==> src/rtl/seq_event_fsm_if.sv <==
// Handshake bundle for seq_event_fsm: qualified input code and clear in,
// Mealy flags, completion pulses and state visibility out.
interface seq_event_fsm_if #(
    parameter int IN_W = 4,
    parameter int LW   = 2
);
    logic            clear;
    logic            in_valid;
    logic [IN_W-1:0] in_code;
    logic            flag_up;
    logic            flag_side;
    logic            up_hit;
    logic            tail_done;
    logic [1:0]      mode;
    logic [LW-1:0]   level;

    modport master (
        output clear, in_valid, in_code,
        input  flag_up, flag_side, up_hit, tail_done, mode, level
    );

    modport slave (
        input  clear, in_valid, in_code,
        output flag_up, flag_side, up_hit, tail_done, mode, level
    );
endinterface

==> src/rtl/seq_event_fsm.sv <==
// Sequence-counting FSM walking up, side and tail chains of configurable depth,
// with Mealy top-of-chain flags and registered completion pulses.
module seq_event_fsm #(
    parameter int              IN_W       = 4,
    parameter int              UP_DEPTH   = 3,
    parameter int              SIDE_DEPTH = 3,
    parameter int              TAIL_DEPTH = 3,
    parameter logic [IN_W-1:0] UP_CODE    = IN_W'(4'b0111),
    parameter logic [IN_W-1:0] UP_MASK    = IN_W'(4'b0111),
    parameter logic [IN_W-1:0] SIDE_CODE  = IN_W'(4'b1011),
    parameter logic [IN_W-1:0] SIDE_MASK  = IN_W'(4'b1111),
    parameter logic [IN_W-1:0] BACK_CODE  = IN_W'(4'b0011),
    parameter logic [IN_W-1:0] BACK_MASK  = IN_W'(4'b1111)
) (
    input logic            clock,
    input logic            reset,
    seq_event_fsm_if.slave bus
);
    localparam int MAX_UT    = (UP_DEPTH > TAIL_DEPTH) ? UP_DEPTH : TAIL_DEPTH;
    localparam int MAX_DEPTH = (MAX_UT > SIDE_DEPTH) ? MAX_UT : SIDE_DEPTH;
    localparam int LW        = $clog2(MAX_DEPTH + 1);

    localparam logic [1:0] MODE_UP   = 2'b00;
    localparam logic [1:0] MODE_SIDE = 2'b01;
    localparam logic [1:0] MODE_TAIL = 2'b10;

    localparam logic [LW-1:0] ZERO     = '0;
    localparam logic [LW-1:0] ONE      = LW'(1);
    localparam logic [LW-1:0] UP_TOP   = LW'(UP_DEPTH);
    localparam logic [LW-1:0] SIDE_TOP = LW'(SIDE_DEPTH);
    localparam logic [LW-1:0] TAIL_TOP = LW'(TAIL_DEPTH);

    logic [1:0]    mode_q, mode_d;
    logic [LW-1:0] level_q, level_d;
    logic          up_hit_q, up_hit_d;
    logic          tail_done_q, tail_done_d;
    logic          match_up, match_side, match_back;
    logic          cls_up, cls_side, cls_back;
    logic          legal;

    // Invalid cycles classify as "other"; priority is BACK > SIDE > UP.
    assign match_up   = (bus.in_code & UP_MASK)   == (UP_CODE & UP_MASK);
    assign match_side = (bus.in_code & SIDE_MASK) == (SIDE_CODE & SIDE_MASK);
    assign match_back = (bus.in_code & BACK_MASK) == (BACK_CODE & BACK_MASK);
    assign cls_back   = bus.in_valid && match_back;
    assign cls_side   = bus.in_valid && match_side && !match_back;
    assign cls_up     = bus.in_valid && match_up && !match_side && !match_back;

    always_comb begin
        legal = 1'b0;
        case (mode_q)
            MODE_UP:   legal = (level_q <= UP_TOP);
            MODE_SIDE: legal = (level_q >= ONE) && (level_q <= SIDE_TOP);
            MODE_TAIL: legal = (level_q >= ONE) && (level_q <= TAIL_TOP);
            default:   legal = 1'b0;
        endcase
    end

    assign bus.flag_up   = legal && (mode_q == MODE_UP) && (level_q == UP_TOP)
                           && !cls_back && !cls_side;
    assign bus.flag_side = legal && (mode_q == MODE_SIDE) && (level_q == SIDE_TOP)
                           && !cls_back && !cls_up;

    always_comb begin
        mode_d      = mode_q;
        level_d     = level_q;
        up_hit_d    = 1'b0;
        tail_done_d = 1'b0;
        if (!legal) begin
            mode_d  = MODE_UP;
            level_d = ZERO;
        end else begin
            case (mode_q)
                MODE_UP: begin
                    if (cls_up) begin
                        if (level_q != UP_TOP) level_d = level_q + ONE;
                        // Only the climb from one below the top counts as entry.
                        up_hit_d = (level_q == UP_TOP - ONE);
                    end else if (cls_side) begin
                        mode_d  = MODE_SIDE;
                        level_d = ONE;
                    end else if (cls_back) begin
                        if (level_q == UP_TOP) begin
                            mode_d  = MODE_TAIL;
                            level_d = ONE;
                        end else if (level_q != ZERO) begin
                            level_d = level_q - ONE;
                        end
                    end
                end
                MODE_SIDE: begin
                    if (cls_side) begin
                        if (level_q != SIDE_TOP) level_d = level_q + ONE;
                    end else if (cls_up) begin
                        mode_d  = MODE_UP;
                        level_d = ONE;
                    end else if (cls_back) begin
                        if (level_q == ONE) begin
                            mode_d  = MODE_UP;
                            level_d = ZERO;
                        end else if (level_q == SIDE_TOP) begin
                            mode_d  = MODE_TAIL;
                            level_d = ONE;
                        end else begin
                            level_d = level_q - ONE;
                        end
                    end
                end
                MODE_TAIL: begin
                    if (cls_back) begin
                        if (level_q == TAIL_TOP) begin
                            mode_d      = MODE_UP;
                            level_d     = ZERO;
                            tail_done_d = 1'b1;
                        end else begin
                            level_d = level_q + ONE;
                        end
                    end else if (cls_up) begin
                        mode_d  = MODE_UP;
                        level_d = ONE;
                    end else if (cls_side) begin
                        mode_d  = MODE_SIDE;
                        level_d = ONE;
                    end
                end
                default: begin
                    mode_d  = MODE_UP;
                    level_d = ZERO;
                end
            endcase
        end
        if (bus.clear) begin
            mode_d      = MODE_UP;
            level_d     = ZERO;
            up_hit_d    = 1'b0;
            tail_done_d = 1'b0;
        end
    end

    always_ff @(posedge clock or posedge reset) begin
        if (reset) begin
            mode_q      <= MODE_UP;
            level_q     <= ZERO;
            up_hit_q    <= 1'b0;
            tail_done_q <= 1'b0;
        end else begin
            mode_q      <= mode_d;
            level_q     <= level_d;
            up_hit_q    <= up_hit_d;
            tail_done_q <= tail_done_d;
        end
    end

    assign bus.mode      = mode_q;
    assign bus.level     = level_q;
    assign bus.up_hit    = up_hit_q;
    assign bus.tail_done = tail_done_q;
endmodule

==> src/flat_wrapper.sv <==
// flat-port wrapper written by rule: the top's interface ports become plain ports
module seq_event_fsm_flat 
#(
    parameter int              IN_W       = 4,
    parameter int              UP_DEPTH   = 3,
    parameter int              SIDE_DEPTH = 3,
    parameter int              TAIL_DEPTH = 3,
    parameter logic [IN_W-1:0] UP_CODE    = IN_W'(4'b0111),
    parameter logic [IN_W-1:0] UP_MASK    = IN_W'(4'b0111),
    parameter logic [IN_W-1:0] SIDE_CODE  = IN_W'(4'b1011),
    parameter logic [IN_W-1:0] SIDE_MASK  = IN_W'(4'b1111),
    parameter logic [IN_W-1:0] BACK_CODE  = IN_W'(4'b0011),
    parameter logic [IN_W-1:0] BACK_MASK  = IN_W'(4'b1111)
)
  (clock, reset, bus_clear, bus_in_valid, bus_in_code, bus_flag_up, bus_flag_side, bus_up_hit, bus_tail_done, bus_mode, bus_level);
  seq_event_fsm_if #(.IN_W(IN_W), .LW(2)) bus_i ();
  input logic clock;
  input logic reset;
  input wire logic [$bits(bus_i.clear)-1:0] bus_clear;
  input wire logic [$bits(bus_i.in_valid)-1:0] bus_in_valid;
  input wire logic [$bits(bus_i.in_code)-1:0] bus_in_code;
  output wire logic [$bits(bus_i.flag_up)-1:0] bus_flag_up;
  output wire logic [$bits(bus_i.flag_side)-1:0] bus_flag_side;
  output wire logic [$bits(bus_i.up_hit)-1:0] bus_up_hit;
  output wire logic [$bits(bus_i.tail_done)-1:0] bus_tail_done;
  output wire logic [$bits(bus_i.mode)-1:0] bus_mode;
  output wire logic [$bits(bus_i.level)-1:0] bus_level;
  assign bus_i.clear = bus_clear;
  assign bus_i.in_valid = bus_in_valid;
  assign bus_i.in_code = bus_in_code;
  assign bus_flag_up = bus_i.flag_up;
  assign bus_flag_side = bus_i.flag_side;
  assign bus_up_hit = bus_i.up_hit;
  assign bus_tail_done = bus_i.tail_done;
  assign bus_mode = bus_i.mode;
  assign bus_level = bus_i.level;
  seq_event_fsm #(.IN_W(IN_W), .UP_DEPTH(UP_DEPTH), .SIDE_DEPTH(SIDE_DEPTH), .TAIL_DEPTH(TAIL_DEPTH), .UP_CODE(UP_CODE), .UP_MASK(UP_MASK), .SIDE_CODE(SIDE_CODE), .SIDE_MASK(SIDE_MASK), .BACK_CODE(BACK_CODE), .BACK_MASK(BACK_MASK)) u_core (.clock(clock), .reset(reset), .bus(bus_i));
endmodule
==> config.mk <==
export PLATFORM = sky130hd
export DESIGN_NAME = seq_event_fsm_flat
export DESIGN_NICKNAME = d
export VERILOG_FILES = /design/src/rtl/seq_event_fsm_if.sv /design/src/rtl/seq_event_fsm.sv /design/src/flat_wrapper.sv
export SDC_FILE = /design/constraint.sdc
export NUM_CORES = 1
export LEC_CHECK = 0
export ABC_CLOCK_PERIOD_IN_PS = 1750
export BUFFER_PORTS_ARGS = -buffer_cell sky130_fd_sc_hd__buf_2
export CAP_MARGIN = 5
export CORE_UTILIZATION = 47
export DETAILED_ROUTE_END_ITERATION = 10
export PLACE_DENSITY = 0.73
export SKIP_LAST_GASP = 1
export SYNTH_ARGS = -nofsm -noshare
export SYNTH_HDL_FRONTEND = slang
export SYNTH_SLANG_ARGS = --single-unit
==> constraint.sdc <==
create_clock -name clock -period 1.75 [get_ports clock]
set_clock_uncertainty 0.1 [all_clocks]
set_input_delay 0.175 -clock clock [delete_from_list [all_inputs] [get_ports clock]]
set_output_delay 0.175 -clock clock [all_outputs]
set_load 0.02 [all_outputs]
# Word-level counts from Yosys, hierarchy flattened
# Index checks and enable logic that the tools add are counted.
[totals] register_bits=6 output_inout_bits=8 elab_cells=93
[classes] n_addsub=2 magnitude_cmp=2 eq_ne=18 muxes=42 reduce_logical=25
[ops] operator="$mux 2" n=30
[ops] operator="$ne 6x3->1 const B" n=3
[ops] operator="$logic_and 1x1->1" n=15
[ops] operator="$pmux 2 s3" n=2
[ops] operator="$ne 5x3->1 const B" n=2
[ops] operator="$mux 1" n=9
[ops] operator="$ne 4x4->1 const B" n=2
[ops] operator="$ne 7x5->1 const B" n=1
[ops] operator="$eq 2x2->1 const B" n=3
[ops] operator="$reduce_and 6->1" n=1
[ops] operator="$logic_not 1->1" n=5
[ops] operator="$ne 5x5->1 const B" n=1
[ops] operator="$eq 2x1->1 const B" n=2
[ops] operator="$eq 4x2->1 const B" n=1
[ops] operator="$eq 4x4->1 const B" n=1
[ops] operator="$reduce_and 4->1" n=1
[ops] operator="$eq 3x3->1 const B" n=1
[ops] operator="$add 2x1->2 const B" n=1
[ops] operator="$ge 2x1->1 const B" n=1
[ops] operator="$le 2x2->1 const B" n=1
[ops] operator="$logic_not 2->1" n=1
[ops] operator="$ne 2x2->1 const B" n=1
[ops] operator="$pmux 1 s2" n=1
[ops] operator="$reduce_bool 2->1" n=1
[ops] operator="other kinds (2)" n=2

# Depth between registers and ports, before layout
# Gate-level depths: netlist (run 1).
[depth] ltp_word=9 ltp_mapped=7 ltp_nobuf=7

# Worst setup path before layout (run 1)
# No wires, ideal clock.
[synth_path] kind="register to output" from="register u_core.mode_q[0] (netlist: u_core.bus.mode[0])" to="output bus_flag_side" arrival_time_ns=1.636 t_required_ns=1.475 path_slack_ns=-0.161 path_stages_with_launch=6 path_buffers=0 path_cell_list="dfrtp_1 > inv_1 > ha_1 > nor2b_2 > nor2_1 > nor3_1"
[synth_between] elab_chain_cells=7 elab_cells_between_ends=9 cone_classes="eq/ne: 2; mux: 1; reduce/logical: 6"
[synth_rtl] element="start, declared" line_no="seq_event_fsm.sv:33" source="logic [1:0] mode_q, mode_d;"
[synth_rtl] element="start signal, assigned" line_no="seq_event_fsm.sv:147" source="mode_q <= mode_d;"
[synth_rtl] element="$eq 2x2->1 / $eq 2x1->1 (equally long branches)" line_no="seq_event_fsm.sv:51, seq_event_fsm.sv:61"
[synth_rtl] element="$reduce_or 2->1 (no line)"
[synth_rtl] element="$pmux 1 s2" line_no="seq_event_fsm.sv:51" source="case (mode_q)"
[synth_rtl] element="$logic_and 1x1->1 (*) (2 in a row)" line_no="seq_event_fsm.sv:61" source="assign bus.flag_side = legal && (mode_q == MODE_SIDE) && (level_q == SIDE_TOP)"
[synth_rtl] element="$logic_and 1x1->1 (*) (2 in a row)" line_no="seq_event_fsm.sv:62" source="&& !cls_back && !cls_up;"
[synth_rtl] element="end, declared" line_no="flat_wrapper.sv:23" source="output wire logic [$bits(bus_i.flag_side)-1:0] bus_flag_side;"
# Mark *: on every way between the ends. The rest lies on a longest branch, timed or not.

# Worst setup path in the final report (run 1)
[layout_path] from="register u_core.mode_q[1] (netlist: u_core.bus.mode[1])" to="register u_core.mode_q[1] (netlist: u_core.bus.mode[1])"
[layout_between] elab_chain_cells=8 elab_cells_between_ends=23 cone_classes="eq/ne: 8; mux: 12; reduce/logical: 3"
[layout_rtl] element="$mux 2 (5 in a row)"
[layout_rtl] element="$pmux 2 s3" line_no="seq_event_fsm.sv:73" source="case (mode_q)"
[layout_rtl] element="$mux 2" line_no="seq_event_fsm.sv:69" source="if (!legal) begin"
[layout_rtl] element="$mux 2" line_no="seq_event_fsm.sv:132" source="if (bus.clear) begin"
# Parallel ways exist; a longest one is shown, timed or not. The select of a mux whose other input is x is not followed.
# A chain may end at the register's enable or synchronous reset.

==> results of run 1 <==
[how the worst max path moves through the flow]
stage                            start             endpoint  slack (ns)
finish              u_core.bus.mode[1]   u_core.bus.mode[1]       -0.02
global route        u_core.bus.mode[1]   u_core.bus.mode[1]       -0.12
CTS                 u_core.bus.mode[0]   u_core.bus.mode[0]       -0.02
detailed placement  u_core.bus.mode[1]  u_core.bus.level[0]       -0.04
global placement    u_core.bus.mode[0]  u_core.bus.level[0]      -0.009
floorplan           u_core.bus.mode[0]  u_core.bus.level[0]        0.01
[power by group]
group          internal [mW]  switching [mW]
sequential             0.154          0.0163
clock                 0.0869          0.0594
combinational          0.151           0.182
total                  0.392           0.258
[cell usage in the layout, fill, tap and decap left out, types with 3 or more instances in the layout]
master    instances
clkbuf_4          3
ha_4              3
buf_4            15
dfrtp_2           4
buf_2            14
nand2_1           8
inv_2             4
a21oi_1           5
nor2_1            6
buf_6             3
ha_1              6
[through the flow]
stage / setup TNS (ns) / util (%) / cells
final: -0.02848 / 78.39 / 133
after global routing: -0.3969 / 78.39 / 133
after CTS: -0.03524 / 76.65 / 133
after detailed placement: -0.03639 / 66.85 / 125
after global placement: -0.008755 / 66.85 / 125
after floorplan: 0 / - / 85
[cells in the mapped netlist]
library cell  count  area [sq um]
inv_1             6         22.52
a311oi_1          1         8.760
and3_1            3         18.77
ha_1             11         137.6
o21ai_2           2         17.52
nand3_2           1         10.01
o22ai_1           1         6.260
a32oi_1           2         17.52
nor3_1            4         20.02
nand2_1           8         30.03
nor2b_1           1         6.260
nor3b_1           1         7.510
nand4_1           1         6.260
a21oi_1           6         30.03
o21ai_1           1         5.000
nor2_1            7         26.28
nand2b_1          1         6.260
nand3_1           2         10.01
a32o_1            1         10.01
o21ai_0           2         10.01
buf_6             2         22.52
nor2b_2           1         8.760
buf_4             1         7.510
o221ai_1          1         8.760
a31oi_1           2         12.51
o221a_2           1         11.26
a2111oi_4         1         27.53
o311ai_1          1         8.760
buf_2             1         5.000
dfrtp_1           6         150.1
o211ai_1          2         15.01
or2_1             1         6.260
nor4b_2           1         15.01
o211a_1           1         10.01
a21o_1            1         7.510
[cell type report]
type	count	area (sq um)	area share, %
clock buffer	4	26.28	2.453
inverter	6	22.52	2.103
timing repair buffer	33	226.5	21.14
sequential	6	155.1	14.49
multi-input combinational	69	621.8	58.06
tap	15	18.77	1.752
[sequential cells by signal, summed over array words and instances, names as in the netlist]
register / count
u_core.bus.tail_done: 1
u_core.bus.mode: 2
u_core.bus.level: 2
u_core.bus.up_hit: 1
[per-layer routing]
metal	GRT usage, %	vias up	routed length [um]
met1	36.45	371	832
met3	8.152	0	108
li1	-	386	-
met2	49.22	29	1064
met4	0	0	0
met5	0	-	0
[timing repair]
item                                    4_1_cts  5_1_grt
endpoints found under the setup margin        3        5
setup buffers                                 3        0
pin swaps                                     8        6
hold endpoints to repair                      6        0
cloned                                        0        0
hold buffers                                  1        0
gates resized for setup                      17        6
[worst register-to-register path, delay by kind of cell, from the launching register on]
kind / cells / cell delay, ns
compound gates: 4 / 0.54
flops: 1 / 0.41
buf+inv: 2 / 0.23
simple gates: 1 / 0.22
fa+ha+maj: 1 / 0.15
[cell families (layout without fill, tap and decap cells)]
family / count (synthesis) / in the layout / share of synthesized area (%)
and+or+nand+nor: 32 / 32 / 23.71
AOI/OAI and AO/OA: 26 / 26 / 28.55
adders and majority gates: 11 / 11 / 19.03
buffers and inverters: 10 / 43 / 7.958
DFF: 6 / 6 / 20.76
==> results.toml, run 1 <==
[outcome]
status = "finished, violations left"
violations = "setup timing"

[power]
p_per_area_nw_per_um2 = 607.0
vdd_drop_max_v = 0.0005464
p_leak_nw = 0.4711
fin_total_pwr_uw = 650.1

[clocking]
cts_tree = "built"
cts_made_buffers = 3
clock_latency_ns = 0.26
cts.path.max_buffers = 2
cts_sinks = 6
cts_root_buf = "clkbuf_4"
ctsHtreeMaxLevel = 1
clk_pin_slew_ns = 0.06

[setup_path]
required_ns = 1.79
cpMostUsedCell = "buf_6"
r2r_slack_ns = -0.02
crit_path_max_fanout = 3
critPathMaxStageDelay_ns = 0.41
critPathSlowestCell = "dfrtp_2"
criticalPathCategory = "flip-flop to flip-flop"
reg2reg_depth = 8
rr_endpoint = "u_core.bus.mode[1]"
r2r-start = "u_core.bus.mode[1]"
cp-end-kind = "flip-flop"
worstPathCellList = "buf_6, buf_6, ha_4, or2_1, a21oi_2, o22ai_1, a21oi_1, o21ai_1"
cp-start-kind = "flip-flop"
crit_arrival_ns = 1.81
path_buf_inv = 2
cp_num_cells = 8
critPathTopFamily = "compound AO/OA/AOI/OAI gates"

[timing]
fin_crit_sh_pct = 101.1
setup_ws_ns = -0.01963
holdWs_ns = 0.1684
relSlewSlack_pct = 76.72
fin_crit_ns = 1.770
setup_viol = 3
tightest_slew_ns = 0.3480
fmax_ghz = 0.5651
slew_viol_final = 0
rsz0062_at_grt = "true"
hold_violations = 0

[route]
ant_nets = 0
drc = 0
vias_per_cell = 5.910
first_pass_iters = 4
wirelength_um = 2005
vias = 786
initialDrtViolationCount = 29
post_drt_wl_per_cell_um = 15.08

[global_routing]
grt_pass1_vias = 678
antenna_found_initial = 0
grt_pass1_wl_um = 3146
gr-total-overflow = 0
grt_max_degree = 12
grt_use_total_pct = 28.29

[floorplanning]
num_rows = 13
dieHeight_um = 41.23
die_x_um = 41.23
io_pins = 16
die_area_sq_um = 1700
fp.coreArea_sq_um = 1366
start_util_pct = 52.93

[place]
place_area_sq_um = 913.4
hpwl_um = 1427
dp_slack_ns = -0.03639
place_congestion = 0.8966
portBuffers = 15

[logic_synthesis]
ys.warnings.count = 0
synth_cells = 85
avgSynthCellArea_sq_um = 8.508
synth.distinct_cells = 35
synth_area_sq_um = 723.2
syn-num-nets = 104
synth-seq-cells = 6
yosysSeqAreaShare_pct = 20.76

[layout]
nNetsFinal = 138
nFillCells = 98
fin_area_sq_um = 1071
area_growth_pct = 48.10
diodes = 0
layout-drive-gt1-share_pct = 55.08

[min_path]
hold-path-endpoint = "u_core.bus.level[0]"
min_from = "bus_clear"
hold_depth = 4
hold_path.class = "input port to flip-flop"

[job]
maxCapViolCount = 0
No activity file was read; power rests on OpenSTA's default activity.
==> inputs of run 2 (changes only) <==
--- a/config.mk
+++ b/config.mk
@@ -10,5 +10,7 @@
 export CAP_MARGIN = 5
-export CORE_UTILIZATION = 47
+export CELL_PAD_IN_SITES_DETAIL_PLACEMENT = 1
+export CELL_PAD_IN_SITES_GLOBAL_PLACEMENT = 1
+export CORE_UTILIZATION = 35
 export DETAILED_ROUTE_END_ITERATION = 10
-export PLACE_DENSITY = 0.73
+export PLACE_DENSITY_LB_ADDON = 0.1
 export SKIP_LAST_GASP = 1
==> constraint.sdc (replaced) <==
create_clock -name clock -period 1.75 [get_ports clock]
set_clock_uncertainty 0.1 [all_clocks]
set_input_delay 0.2625 -clock clock [delete_from_list [all_inputs] [get_ports clock]]
set_output_delay 0.2625 -clock clock [all_outputs]
set_load 0.02 [all_outputs]
==> run 2 against run 1 <==
The flow still finishes with violations (setup timing). Sequential share of layout area shrank 0.81 points. Global-route usage shrank 3.9 points. Utilization shrank 20 points. Flip-flop and latch count is the same. Combinational power grew 9.9%. Clock power is essentially flat. First-iteration DRC count shrank 66%. Final area grew 6.0%. Non-clock buffer count grew 5. Worst setup slack lost 0.088 ns. Critical path type is now flip-flop to primary output. Critical endpoint is now bus_flag_side.
==> results.toml, run 2 (synthesis results as in run 1) <==
[outcome]
status = "finished, violations left"
violations = "setup timing"

[setup_path]
critPathTopFamily = "flip-flops"
cp-start-kind = "flip-flop"
worstPathCellList = "inv_2, ha_4, nor2b_4, nor2_4, nor3_2, buf_4"
critPathSlowestCell = "dfrtp_2"
cp-end-kind = "primary output"
critPathMaxStageDelay_ns = 0.43
path_buf_inv = 2
crit_arrival_ns = 1.49
crit_path_max_fanout = 4
required_ns = 1.39
criticalPathCategory = "flip-flop to primary output"

[global_routing]
grt_pass1_wl_um = 3774
grt_max_degree = 12
gr-total-overflow = 0
antenna_found_initial = 0
grt_pass1_vias = 803
grt_use_total_pct = 24.38

[power]
fin_total_pwr_uw = 680.9
p_leak_nw = 0.5051
p_sw_share_pct = 40.86
pwr-share-seq_pct = 24.9
pwr-share-clk_pct = 21.2
p_per_area_nw_per_um2 = 600.0
vdd_drop_max_v = 0.0005237
internal_power_uw = 402.7
p_sw_uw = 278.2
p_comb_share_pct = 53.8

[clocking]
cts.path.max_buffers = 2
cts_made_buffers = 3
cts_sinks = 6
clock_latency_ns = 0.26
clk_pin_slew_ns = 0.06
cts_root_buf = "clkbuf_4"
cts_tree = "built"
ctsHtreeMaxLevel = 1

[floorplanning]
io_pins = 16
num_rows = 16
die_x_um = 47.46
start_util_pct = 37.24
dieHeight_um = 47.46
fp.coreArea_sq_um = 1942
die_area_sq_um = 2252

[timing]
holdWs_ns = 0.2823
setup_ws_ns = -0.1072
relSlewSlack_pct = 78.10
hold_violations = 0
slew_viol_final = 0
rsz0062_at_grt = "true"
tightest_slew_ns = 0.3268
fin_crit_ns = 1.857
fin_crit_sh_pct = 106.1
setup_viol = 4
fmax_ghz = 0.5384

[route]
wl_met3_um = 44
wl_met2_um = 1277
drc = 0
wirelength_um = 2458
first_pass_iters = 4
post_drt_wl_per_cell_um = 16.50
routed.top_layer = "met4"
vias = 801
initialDrtViolationCount = 10
ant_nets = 0
vias_per_cell = 5.376
wl_met1_um = 1055

[layout]
layout_common_cells = "buf_4 (21), buf_2 (13), nand2_1 (8)"
layout.cells.non_filler = 149
nFillCells = 249
postLayoutCoreUtil_pct = 58.44
layout-drive-gt1-share_pct = 54.92
nNetsFinal = 143
diodes = 0
layout_commonest_cell = "buf_4"
fin_area_sq_um = 1135
area_growth_pct = 56.92

[place]
hpwl_um = 1756
place_area_sq_um = 958.4
place_congestion = 0.8761
place_inst = 141
portBuffers = 15

[job]
maxCapViolCount = 0

[min_path]
hold_path.class = "input port to flip-flop"
## run 2: what timing repair did
action / 4_1_cts / 5_1_grt
resized for setup: 20 / 4
pin swaps: 6 / 4
endpoints found under the setup margin: 6 / 6
endpoints found under the hold margin: 6 / 0
setup buffers: 4 / 0
hold buffers: 1 / 0
## run 2: worst paths after layout
check	start	endpoint	slack, ns	depth (start not counted)
hold / removal	bus_clear	u_core.bus.mode[0]	0.28	3
setup reg to reg	u_core.bus.mode[0]	u_core.bus.level[1]	-0.07	8
min in group asynchronous	reset	u_core.bus.mode[1]	0.35	3
max in group asynchronous	reset	u_core.bus.level[0]	0.97	3
hold reg to reg	u_core.bus.level[1]	u_core.bus.level[1]	0.55	2
setup / recovery	u_core.bus.mode[0]	bus_flag_side	-0.11	6
## run 2: power groups by stage
stage / logic [mW] / clock network, mW / registers, mW
finish: 0.366 / 0.145 / 0.170
global route: 0.400 / 0.157 / 0.172
CTS: 0.361 / 0.137 / 0.169
detailed placement: 0.318 / 0 / 0.170
global placement: 0.309 / 0 / 0.171
floorplan: 0.169 / 0 / 0.188
## run 2: final cells by class
cell class | instances | area, sq um | area share (%)
flip-flops and latches | 6 | 155.1 | 13.67
well taps | 27 | 33.78 | 2.977
inverters | 6 | 25.02 | 2.205
clock buffers | 3 | 22.52 | 1.985
repair buffers | 38 | 275.3 | 24.26
multi-input cells | 69 | 623.1 | 54.91
## run 2: through the flow
step                      TNS [ns]  setup slack [ns]
final                      -0.2817           -0.1072
after global routing       -0.7194           -0.1820
after CTS                  -0.2114          -0.07546
after detailed placement   -0.2612           -0.1415
after global placement     -0.1567          -0.09015
after floorplan                  0           0.01455
## run 2: worst min-delay path, delay by kind of cell
family | cells | cell delay [ns]
simple gates | 1 | 0.09
compound gates | 1 | 0.13
buf+inv | 1 | 0.14
## run 2: routing by layer
layer  GRT usage (%)  vias to the layer above
met4           10.29                        0
li1                -                      387
met1           28.02                      388
met3           2.264                        6
met2           45.48                       20
met5               0                        -
